## config.mk

```make
export PLATFORM = sky130hd
export DESIGN_NAME = peripheral_msi_arbiter_qos_wb
export DESIGN_NICKNAME = d
export VERILOG_FILES = /design/src/rtl/peripheral_msi_arbiter_qos_wb.sv
export SDC_FILE = /design/constraint.sdc
export NUM_CORES = 1
export LEC_CHECK = 0
export BUFFER_PORTS_ARGS = -buffer_cell sky130_fd_sc_hd__buf_2
export CAP_MARGIN = 15
export CORE_AREA = 2 2 221 223
export CTS_BUF_LIST = sky130_fd_sc_hd__clkbuf_16
export CTS_CLUSTER_DIAMETER = 30
export DETAILED_ROUTE_END_ITERATION = 16
export DIE_AREA = 0 0 223 225
export GPL_TIMING_DRIVEN = 0
export PLACE_DENSITY = 0.36
export SLEW_MARGIN = 30
export SYNTH_ARGS = -nofsm -noshare
export SYNTH_HDL_FRONTEND = slang
export SYNTH_SLANG_ARGS = --single-unit
```

## constraint.sdc

```tcl
create_clock -name wb_clk_i -period 1.9 [get_ports wb_clk_i]
set_input_delay 0.285 -clock wb_clk_i [delete_from_list [all_inputs] [get_ports wb_clk_i]]
set_output_delay 0.285 -clock wb_clk_i [all_outputs]
set_load 0.005 [all_outputs]
```

## src/rtl/peripheral_msi_arbiter_qos_wb.sv

```systemverilog
// rtl/peripheral_msi_arbiter_qos_wb.sv - Wishbone N:1 arbiter with round-robin/fixed QoS and stb watchdog
module peripheral_msi_arbiter_qos_wb #(
    parameter int NUM_MASTERS = 4,
    parameter int AW          = 32,
    parameter int DW          = 32,
    parameter int ARB_MODE    = 0,
    parameter int TIMEOUT     = 64
) (
    input  logic                                 wb_clk_i,
    input  logic                                 wb_rst_i,
    input  logic [NUM_MASTERS-1:0][AW-1:0]       wbm_adr_i,
    input  logic [NUM_MASTERS-1:0][DW-1:0]       wbm_dat_i,
    input  logic [NUM_MASTERS-1:0][DW/8-1:0]     wbm_sel_i,
    input  logic [NUM_MASTERS-1:0]               wbm_we_i,
    input  logic [NUM_MASTERS-1:0]               wbm_cyc_i,
    input  logic [NUM_MASTERS-1:0]               wbm_stb_i,
    input  logic [NUM_MASTERS-1:0][2:0]          wbm_cti_i,
    input  logic [NUM_MASTERS-1:0][1:0]          wbm_bte_i,
    output logic [NUM_MASTERS-1:0][DW-1:0]       wbm_dat_o,
    output logic [NUM_MASTERS-1:0]               wbm_ack_o,
    output logic [NUM_MASTERS-1:0]               wbm_err_o,
    output logic [NUM_MASTERS-1:0]               wbm_rty_o,
    output logic [AW-1:0]                        wbs_adr_o,
    output logic [DW-1:0]                        wbs_dat_o,
    output logic [DW/8-1:0]                      wbs_sel_o,
    output logic                                 wbs_we_o,
    output logic                                 wbs_cyc_o,
    output logic                                 wbs_stb_o,
    output logic [2:0]                           wbs_cti_o,
    output logic [1:0]                           wbs_bte_o,
    input  logic [DW-1:0]                        wbs_dat_i,
    input  logic                                 wbs_ack_i,
    input  logic                                 wbs_err_i,
    input  logic                                 wbs_rty_i,
    output logic [NUM_MASTERS-1:0]               grant_o,
    output logic                                 timeout_o
);

    localparam int GW  = $clog2(NUM_MASTERS);
    // A zero TIMEOUT disables the watchdog; keep the counter one bit wide so it stays legal.
    localparam int WDW = (TIMEOUT > 0) ? $clog2(TIMEOUT + 1) : 1;

    typedef enum logic {IDLE = 1'b0, BUSY = 1'b1} state_t;

    state_t          state, state_nx;
    logic [GW-1:0]   g, g_nx, lg, lg_nx, winner, cand;
    logic [WDW-1:0]  wdc, wdc_nx;
    logic            busy, expire, found, any_resp;

    // Reset gates the bus combinationally so a reset cycle never forwards a slave response.
    assign busy     = (state == BUSY) & ~wb_rst_i;
    assign expire   = (TIMEOUT != 0) & busy & wbm_stb_i[g] & (wdc == WDW'(TIMEOUT));
    assign any_resp = wbs_ack_i | wbs_err_i | wbs_rty_i;

    assign wbs_cyc_o = busy & wbm_cyc_i[g] & ~expire;
    assign wbs_stb_o = wbs_cyc_o & wbm_stb_i[g];
    assign timeout_o = expire;
    assign wbm_dat_o = {NUM_MASTERS{wbs_dat_i}};

    // Winner selection: fixed priority favours the lowest index, round-robin searches from lg+1 with wrap.
    always_comb begin
        winner = '0;
        cand   = lg;
        found  = 1'b0;
        if (ARB_MODE == 1) begin
            for (int i = NUM_MASTERS - 1; i >= 0; i--) begin
                if (wbm_cyc_i[i]) winner = GW'(i);
            end
        end else begin
            for (int i = 0; i < NUM_MASTERS; i++) begin
                if (cand == GW'(NUM_MASTERS - 1)) cand = '0;
                else                              cand = cand + GW'(1);
                if (!found && wbm_cyc_i[cand]) begin
                    winner = cand;
                    found  = 1'b1;
                end
            end
        end
    end

    // Route the granted master's request fields to the slave; everything is zero while idle.
    always_comb begin
        wbs_adr_o = '0;
        wbs_dat_o = '0;
        wbs_sel_o = '0;
        wbs_we_o  = 1'b0;
        wbs_cti_o = '0;
        wbs_bte_o = '0;
        if (busy) begin
            wbs_adr_o = wbm_adr_i[g];
            wbs_dat_o = wbm_dat_i[g];
            wbs_sel_o = wbm_sel_i[g];
            wbs_we_o  = wbm_we_i[g];
            wbs_cti_o = wbm_cti_i[g];
            wbs_bte_o = wbm_bte_i[g];
        end
    end

    // Responses reach only the granted master; an expiring watchdog turns the cycle into an error.
    always_comb begin
        grant_o   = '0;
        wbm_ack_o = '0;
        wbm_err_o = '0;
        wbm_rty_o = '0;
        if (busy) begin
            grant_o[g]   = 1'b1;
            wbm_ack_o[g] = wbs_ack_i & ~expire;
            wbm_rty_o[g] = wbs_rty_i & ~expire;
            wbm_err_o[g] = wbs_err_i | expire;
        end
    end

    // Next state: grant on any request from idle, hold the grant until the owner drops cyc.
    always_comb begin
        state_nx = state;
        g_nx     = g;
        lg_nx    = lg;
        case (state)
            IDLE: begin
                if (|wbm_cyc_i) begin
                    state_nx = BUSY;
                    g_nx     = winner;
                    lg_nx    = winner;
                end
            end
            BUSY: begin
                if (!wbm_cyc_i[g]) state_nx = IDLE;
            end
            default: state_nx = IDLE;
        endcase
    end

    // Watchdog counts unanswered strobe cycles and restarts on any response, idle or expiry.
    always_comb begin
        wdc_nx = wdc;
        if (TIMEOUT == 0 || state != BUSY || expire || any_resp) wdc_nx = '0;
        else if (wbs_stb_o)                                      wdc_nx = wdc + WDW'(1);
    end

    // State, grant and watchdog registers.
    always_ff @(posedge wb_clk_i) begin
        if (wb_rst_i) begin
            state <= IDLE;
            g     <= '0;
            lg    <= GW'(NUM_MASTERS - 1);
            wdc   <= '0;
        end else begin
            state <= state_nx;
            g     <= g_nx;
            lg    <= lg_nx;
            wdc   <= wdc_nx;
        end
    end

endmodule

```

# Word level (Yosys, flattened, before mapping)
# Cells that the tools add are included.
[totals]
word_cells = 99
regBits = 12
in_bits = 341
out_inout_bits = 221
[classes]
magnitude_cmp = 6
add_sub_neg = 5
eq_ne = 5
bitwise = 17
muxes = 50
reduce_logical = 12
[op_table]
columns = ["cell", "count"]
rows = [
  ["binary-select mux 32 bit (select 2 bit)", 2],
  ["2-to-1 mux 32 bit", 4],
  ["2-to-1 mux 4 bit", 6],
  ["2-to-1 mux 2 bit", 10],
  ["< comparator 2 x 3 -> 1 bit (second input constant)", 5],
  ["binary-select mux 1 bit (select 2 bit)", 7],
  ["2-to-1 mux 1 bit", 14],
  ["AND 4 bit", 3],
  ["adder 2 x 1 -> 2 bit (second input constant)", 4],
  ["AND 1 bit", 8],
  ["binary-select mux 4 bit (select 2 bit)", 1],
  ["== test 2 bit (second input constant)", 4],
  ["adder 7 x 1 -> 7 bit (second input constant)", 1],
  ["== test 7 bit (second input constant)", 1],
  ["binary-select mux 3 bit (select 2 bit)", 1],
  ["2-to-1 mux 3 bit", 2],
  ["binary-select mux 2 bit (select 2 bit)", 1],
  ["logical AND 1 bit", 4],
  ["OR reduction 4 bit", 1],
  ["logical NOT 1 bit", 3],
  ["inverter 1 bit", 3],
  ["OR 1 bit", 3],
  ["demux 1 bit (select 2 bit)", 1],
  ["greater-or-equal comparator 2 x 1 -> 1 bit (second input constant)", 1],
  ["4 further kinds", 5],
]

# Logic depth before layout (Yosys ltp)
# Gate-level depths: netlist of run 1.
[depth]
ltp_word = 14
ltp_mapped = 8
ltp_nobuf = 8

# Worst setup path before layout of run 1
# Ideal clock, no wire load.
[synth_timing]
path_kind = "register -> output"
startpoint = "reg g[0]"
endpoint = "out wbs_adr_o[25]"
t_required_ns = 1.615
arrival_time_ns = 1.629
stages_incl_launch_ff = 6
path_buffers = 3
setup_slack_ns = -0.014
path_cell_list = "dfxtp_1 > buf_4 > buf_2 > buf_4 > mux4_2 > and2_1"
[synth_between]
elab_chain_len = 3
[synth_rtl]
columns = ["element", "line_no", "source"]
rows = [
  ["start, declared", "46", "logic [GW-1:0] g, g_nx, lg, lg_nx, winner, cand;"],
  ["start signal, assigned", "149", "g <= g_nx;"],
  ["binary-select mux 32 bit (select 2 bit)", "90", "wbs_adr_o = wbm_adr_i[g];"],
  ["2-to-1 mux 32 bit (not written as such)", "90", ""],
  ["2-to-1 mux 32 bit", "89", "if (busy) begin"],
  ["end, declared", "23", "output logic [AW-1:0] wbs_adr_o,"],
]
# Every way passes these cells. The select of a mux whose other input is x is not followed.

# Worst setup path after layout of run 1
[layout_timing]
startpoint = "reg g[0]"
endpoint = "out wbs_cti_o[2]"
[layout_between]
elab_chain_len = 3
[layout_rtl]
columns = ["element", "line_no", "source"]
rows = [
  ["binary-select mux 3 bit (select 2 bit)", "94", "wbs_cti_o = wbm_cti_i[g];"],
  ["2-to-1 mux 3 bit (not written as such)", "94", ""],
  ["2-to-1 mux 3 bit", "89", ""],
  ["end, declared", "29", "output logic [2:0] wbs_cti_o,"],
]
# Every way passes these cells. The select of a mux whose other input is x is not followed.

==> impl_metrics.csv, run 1 <==
group,metric,value,unit
timing,whs,0.360,ns
pwr,power.leakage,4.42,nW
floorplan,coreArea,47500,um^2
cells_and_area,area_growth,114,%
worst_setup_path,start_kind,"flip-flop",
place,gp_congestion,0.829,
route,wl_per_cell,17.5,um
route,via_count,5604,
route,drtPass1Iterations,6,
cells_and_area,fillers,5365,
timing,clock_skew,0.00347,ns
cells_and_area,fin_util,0.190,
synth,async_flop_share,0,
place,hpwl,23700,um
timing,hold_violations,0,
timing,fin_crit_sh,1.15,
synth,synth_most_common_cell,"buf_4",
floorplan,die_x,223,um
place,port_buffers,528,
synth,ys_types,39,
floorplan,start_util,0.0887,
worst_setup_path,crit_fanout,8,
synth,syn-cell-area,4220,um^2
timing,worst_pin_slew,0.433,ns
cells_and_area,final_cell_area,9050,um^2
job,maxCapViolCount,0,
cts,cts-hold-fix-buffers,0,
timing,max_freq,457,MHz
cts,insertion_delay,0.24,ns
synth,synth_top_area_share,0.416,
floorplan,die_area,50200,um^2
synth,synth_flop_cell,"dfxtp_1",
cts,htree_levels,1,
timing,fin_ws,-0.287,ns
floorplan,die_y,225,um
route,routed_via_density,3.47,
worst_setup_path,endpoint_kind,"output pin",
grt,grt_pass1_wl,38000,um
worst_setup_path,critical_path_arrival,1.90,ns
timing,rsz0062_at_grt,"yes",
route,drc,0,
route,routed_wl,28400,um
timing,slew_viol_final,0,
synth,synth.avg_cell_area,9.59,um^2
worst_setup_path,required,1.62,ns
place,dpl_cell_area,7640,um^2
cts,ctsRootBufferMaster,"clkbuf_16",
grt,antenna_found_initial,0,
place,dpl.cell_count,1583,
synth,yosysTopAreaCell,"mux4_2",
grt,grt_pass1_vias,5668,
cts,clkTransAtPathRegs,0.04,ns
synth,synth_area_leaders,"mux4_2, buf_4, and2_1, dfxtp_1, nor2_1",
synth,ys_warn_count,0,
route,drtIter0Drc,193,
grt,track_usage,0.102,
floorplan,rows,80,
route,antenna_left,0,
synth,synth-seq-area-share,0.0569,
synth,synth_edf_count,0,
timing,setup_viol_count_final,89,
floorplan,io-pin-count,562,
pwr,vdd_drop_max,0.000337,V
synth,ys_ff_latch,12,
timing,fin_setup_tns,-13.49,ns
cells_and_area,drive_above_1_share,0.884,
grt,grt_start_max_net_pins,11,
cells_and_area,post_layout_nonfiller_instances,1617,
place,dp_worst_setup_slack,-1.07,ns
cts,cts_buffers,3,
worst_setup_path,criticalPathCategory,"flip-flop to output pin",
worst_hold_path,hold_class,"primary input to flip-flop",
pwr,p_per_area,902,nW/um^2
cells_and_area,num-nets-final,1348,
run_status,violations,"negative setup slack",
timing,maxSlewHeadroom,0.711,
cells_and_area,antennaDiodeCount,0,
grt,overflow,0,
cts,clkSinkCount,12,
synth,syn_nets,784,
synth,netlist_top_cells_count,"buf_4, mux4_2, and2_1",
run_status,outcome,"complete, but fails checks",
synth,synth_cells,440,
cts,cts_tree,"yes",
pwr,power,8.16,mW
timing,min_period,2.19,ns
cts,clockBufferDepth,2,
## final timing paths
kind	startpoint	slack (ns)	cells past startpoint	end
hold / removal	wb_rst_i	0.36	2	g[1]$_SDFFE_PP0P_
setup reg to reg	g[0]$_SDFFE_PP0P_	0.06	8	wdc[5]$_SDFFE_PP0P_
hold reg to reg	lg[1]$_SDFFE_PP1P_	0.50	2	lg[1]$_SDFFE_PP1P_
setup / recovery	g[0]$_SDFFE_PP0P_	-0.29	6	wbs_cti_o[2]
## area by class of cell
type                       instances  area, um^2  share of cell area
timing repair buffer             561        3410               0.377
multi-input combinational        257        3160               0.350
buffer                           160        1340               0.148
tap                              615         769              0.0850
sequential                        12         250              0.0277
clock buffer                       3        75.1             0.00830
inverter                           9        36.3             0.00401
## routing by layer
layer	up-vias	wire, um	track usage
met1	2724	11800	0.132
li1	2607	-	-
met5	-	0	0
met2	263	14900	0.186
met4	0	202	0.00888
met3	10	1550	0.0130
## power by group
part           internal (mW)  switching (mW)
Clock                  0.273          0.0997
Combinational           4.43            2.96
Sequential             0.320          0.0737
## registers in the layout, summed over array words and instances (netlist names)
name,flops
lg,2
g,2
wdc,7
state,1
## repair_timing
action,in CTS,in global routing
pin swaps,44,20
cloned,6,2
setup buffers,22,5
hold endpoints to repair,0,0
setup endpoints to repair,104,102
gates resized for setup,135,112
## cells in the final DEF (no fill, tap or decap), types with 6 or more instances in the layout
cell	count
inv_1	6
nand2_1	7
dfxtp_1	8
clkbuf_16	7
buf_6	51
buf_4	140
and2_4	46
mux4_2	78
nor3_1	7
clkbuf_2	6
and2_1	28
xnor2_1	6
a21oi_1	6
clkbuf_4	6
nor2_2	8
nor2_1	17
nor2_4	6
buf_2	488
buf_12	16
## worst max-delay path, cell delays in order, from the launching register on
cell and delay [ns]:
dfxtp_4 0.36, buf_12 0.16, buf_16 0.16, buf_6 0.12, mux4_2 0.55, and2_4 0.19, buf_6 0.11
## cell families after synthesis
family | Yosys count | synth area share
and+or+nand+nor | 142 | 0.184
buffers and inverters | 171 | 0.273
muxes | 80 | 0.421
xor gates and xnor gates | 7 | 0.0145
DFF | 12 | 0.0569
AOI/OAI and AO/OA | 25 | 0.0418
adders and majority gates | 3 | 0.00890
No activity file was read; power rests on OpenSTA's default activity.
==> run 2, diff against run 1 <==
--- a/config.mk
+++ b/config.mk
@@ -7,13 +7,13 @@
 export LEC_CHECK = 0
 export BUFFER_PORTS_ARGS = -buffer_cell sky130_fd_sc_hd__buf_2
 export CAP_MARGIN = 15
-export CORE_AREA = 2 2 221 223
+export CORE_AREA = 2 2 220 222
 export CTS_BUF_LIST = sky130_fd_sc_hd__clkbuf_16
 export CTS_CLUSTER_DIAMETER = 30
 export DETAILED_ROUTE_END_ITERATION = 16
-export DIE_AREA = 0 0 223 225
+export DIE_AREA = 0 0 222 224
 export GPL_TIMING_DRIVEN = 0
-export PLACE_DENSITY = 0.36
+export PLACE_DENSITY = 0.35
 export SLEW_MARGIN = 30
 export SYNTH_ARGS = -nofsm -noshare
 export SYNTH_HDL_FRONTEND = slang
==> constraint.sdc (replaced) <==
create_clock -name wb_clk_i -period 2.78 [get_ports wb_clk_i]
set_input_delay 0.417 -clock wb_clk_i [delete_from_list [all_inputs] [get_ports wb_clk_i]]
set_output_delay 0.417 -clock wb_clk_i [all_outputs]
set_load 0.005 [all_outputs]
==> run 2 against run 1 <==
Net effect:
- the flow now finishes without violations
- non-clock buffer count fell by 32
- count of clock-buffer cells in the layout stayed put
- cell count is 2.0% lower
- wire length down 10%
- largest power group unchanged
- highest routed layer is now met5
==> impl_metrics.csv, run 2 (synthesis results as in run 1) <==
group,metric,value,unit
pwr,seqPwrFrac,0.057,
worst_hold_path,hold_depth,2,
pwr,power,3.88,mW
worst_setup_path,worst_path_max_delay_cell,"clkbuf_1",
pwr,p_per_area,502,nW/um^2
timing,hold_violations,0,
timing,fin_setup_tns,0,ns
worst_setup_path,reg2reg_slack,0.76,ns
floorplan,rows,80,
worst_setup_path,endpoint_kind,"output pin",
worst_setup_path,start_kind,"flip-flop",
timing,maxSlewHeadroom,0.502,
floorplan,coreArea,47300,um^2
worst_setup_path,critical_path_arrival,2.24,ns
grt,grt_pass1_wl,34900,um
job,maxCapViolCount,0,
cells_and_area,largest_reg_flops,7,
place,hpwl,23000,um
grt,grt_util_met1,0.116,
timing,worst_pin_slew,0.748,ns
cells_and_area,fin_util,0.163,
route,antenna_left,0,
grt,grtUsageMet2,0.175,
worst_setup_path,worstReg2RegStart,"lg[0]$_SDFFE_PP1P_",
timing,clock_skew,0.000640,ns
cells_and_area,final_common_cell,"buf_2",
cells_and_area,regMostFlops,"wdc",
cts,cts_tree,"yes",
worst_setup_path,ff2ff_path_depth,7,
cells_and_area,final_cell_area,7720,um^2
route,routed_via_density,3.38,
route,drtPass1Iterations,4,
cts,clockBufferDepth,2,
worst_setup_path,slowest_delay,0.62,ns
timing,setup_viol_count_final,0,
worst_setup_path,r2r-end,"g[1]$_SDFFE_PP0P_",
worst_setup_path,crit_fanout,18,
grt,grt_start_max_net_pins,19,
floorplan,die_y,224,um
cells_and_area,num-nets-final,1316,
place,gp_congestion,0.762,
grt,antenna_found_initial,5,
grt,groute.layer.met3.usage,0.0156,
cells_and_area,drive_above_1_share,0.782,
pwr,power_switching_share,0.434,
timing,min_period,2.65,ns
cells_and_area,area_growth,83.1,%
pwr,p_clk_frac,0.067,
cts,cts_setup_buffers,0,
cells_and_area,antennaDiodeCount,0,
worst_setup_path,crit_family,"buffers and inverters",
floorplan,io-pin-count,562,
worst_setup_path,path_cells,"buf_4 > clkbuf_1 > mux4_2 > and2_1 > buf_2",
timing,slew_viol_final,0,
pwr,power.internal,2.20,mW
timing,fin_crit_sh,0.955,
route,drc,0,
grt,track_usage,0.0937,
worst_hold_path,whs_endpoint,"g[0]$_SDFFE_PP0P_",
timing,max_freq,377,MHz
timing,rsz0062_at_grt,"no",
floorplan,start_util,0.0891,
worst_hold_path,min_from,"wb_rst_i",
floorplan,die_area,49700,um^2
pwr,p_sw,1.69,mW
grt,top_usage_layer,"met2",
route,routed_wl,25500,um
worst_setup_path,required,2.36,ns
floorplan,die_x,222,um
pwr,power_frac_comb,0.876,
worst_setup_path,cp.buffers_inverters,3,
cts,cts_buffers,3,
worst_setup_path,criticalPathCategory,"flip-flop to output pin",
grt,overflow,0,
run_status,outcome,"complete, no violations",
route,wl_per_cell,16.1,um
cells_and_area,top_regs,"wdc (7), g (2), lg (2)",
cells_and_area,layout_common_cells,"buf_2, buf_4, mux4_2",
worst_hold_path,hold_class,"primary input to flip-flop",
cts,cts-hold-fix-buffers,0,
place,port_buffers,528,
route,via_count,5365,
cts,ctsRootBufferMaster,"clkbuf_16",
cts,insertion_delay,0.24,ns
cts,clkTransAtPathRegs,0.04,ns
cts,htree_levels,1,
pwr,vdd_drop_max,0.000228,V
place,dpl_cell_area,7630,um^2
pwr,power.leakage,3.94,nW
cts,clkSinkCount,12,
cts,post_cts_resized,4,
grt,grt_pass1_vias,5292,
route,drtIter0Drc,188,
-- run 2: layer usage --
metal	up-vias	routed length (um)	part of all wire
li1	2526	-	-
met1	2575	10200	0.40
met2	242	13600	0.53
met3	16	1500	0.059
met4	6	203	0.0080
met5	-	29	0.0011
-- run 2: worst max path at each step --
stage / from / endpoint / slack [ns] / cells after the start
4_1_cts: g[0]$_SDFFE_PP0P_ / wbs_dat_o[29] / 0.02 / 5
3_5_place_dp: wb_rst_i / wbs_adr_o[12] / -0.34 / 6
5_1_grt: g[1]$_SDFFE_PP0P_ / wbs_dat_o[20] / 0.005 / 5
3_3_place_gp: wb_rst_i / wbm_err_o[3] / -0.75 / 6
2_1_floorplan: g[0]$_SDFFE_PP0P_ / wbs_adr_o[25] / 0.73 / 5
6_report: g[1]$_SDFFE_PP0P_ / wbs_dat_o[20] / 0.13 / 5
-- run 2: final cells by class --
class / instances / area, um^2
buffer: 161 / 1130
clock buffer: 3 / 75.1
fill: 5449 / 39600
inverter: 9 / 33.8
multi-input combinational: 257 / 2840
sequential: 12 / 240
tap: 615 / 769
timing repair buffer: 528 / 2640
-- run 2: power groups by stage --
stage	combinational, mW	sequential, mW	clock [mW]
global route	3.73	0.227	0.274
floorplan	2.25	0.220	0
finish	3.40	0.222	0.260
detailed placement	3.52	0.224	0
CTS	3.52	0.222	0.262
global placement	3.53	0.224	0
-- run 2: per-stage QoR --
step / hold WS (ns) / setup slack, ns / cells
finish: 0.486 / 0.125 / 1585
global route: 0.528 / 0.00489 / 1585
CTS: 0.481 / 0.0215 / 1585
detailed placement: 0.480 / -0.338 / 1583
global placement: 0.473 / -0.752 / 1583
floorplan: 0.442 / 0.734 / 440
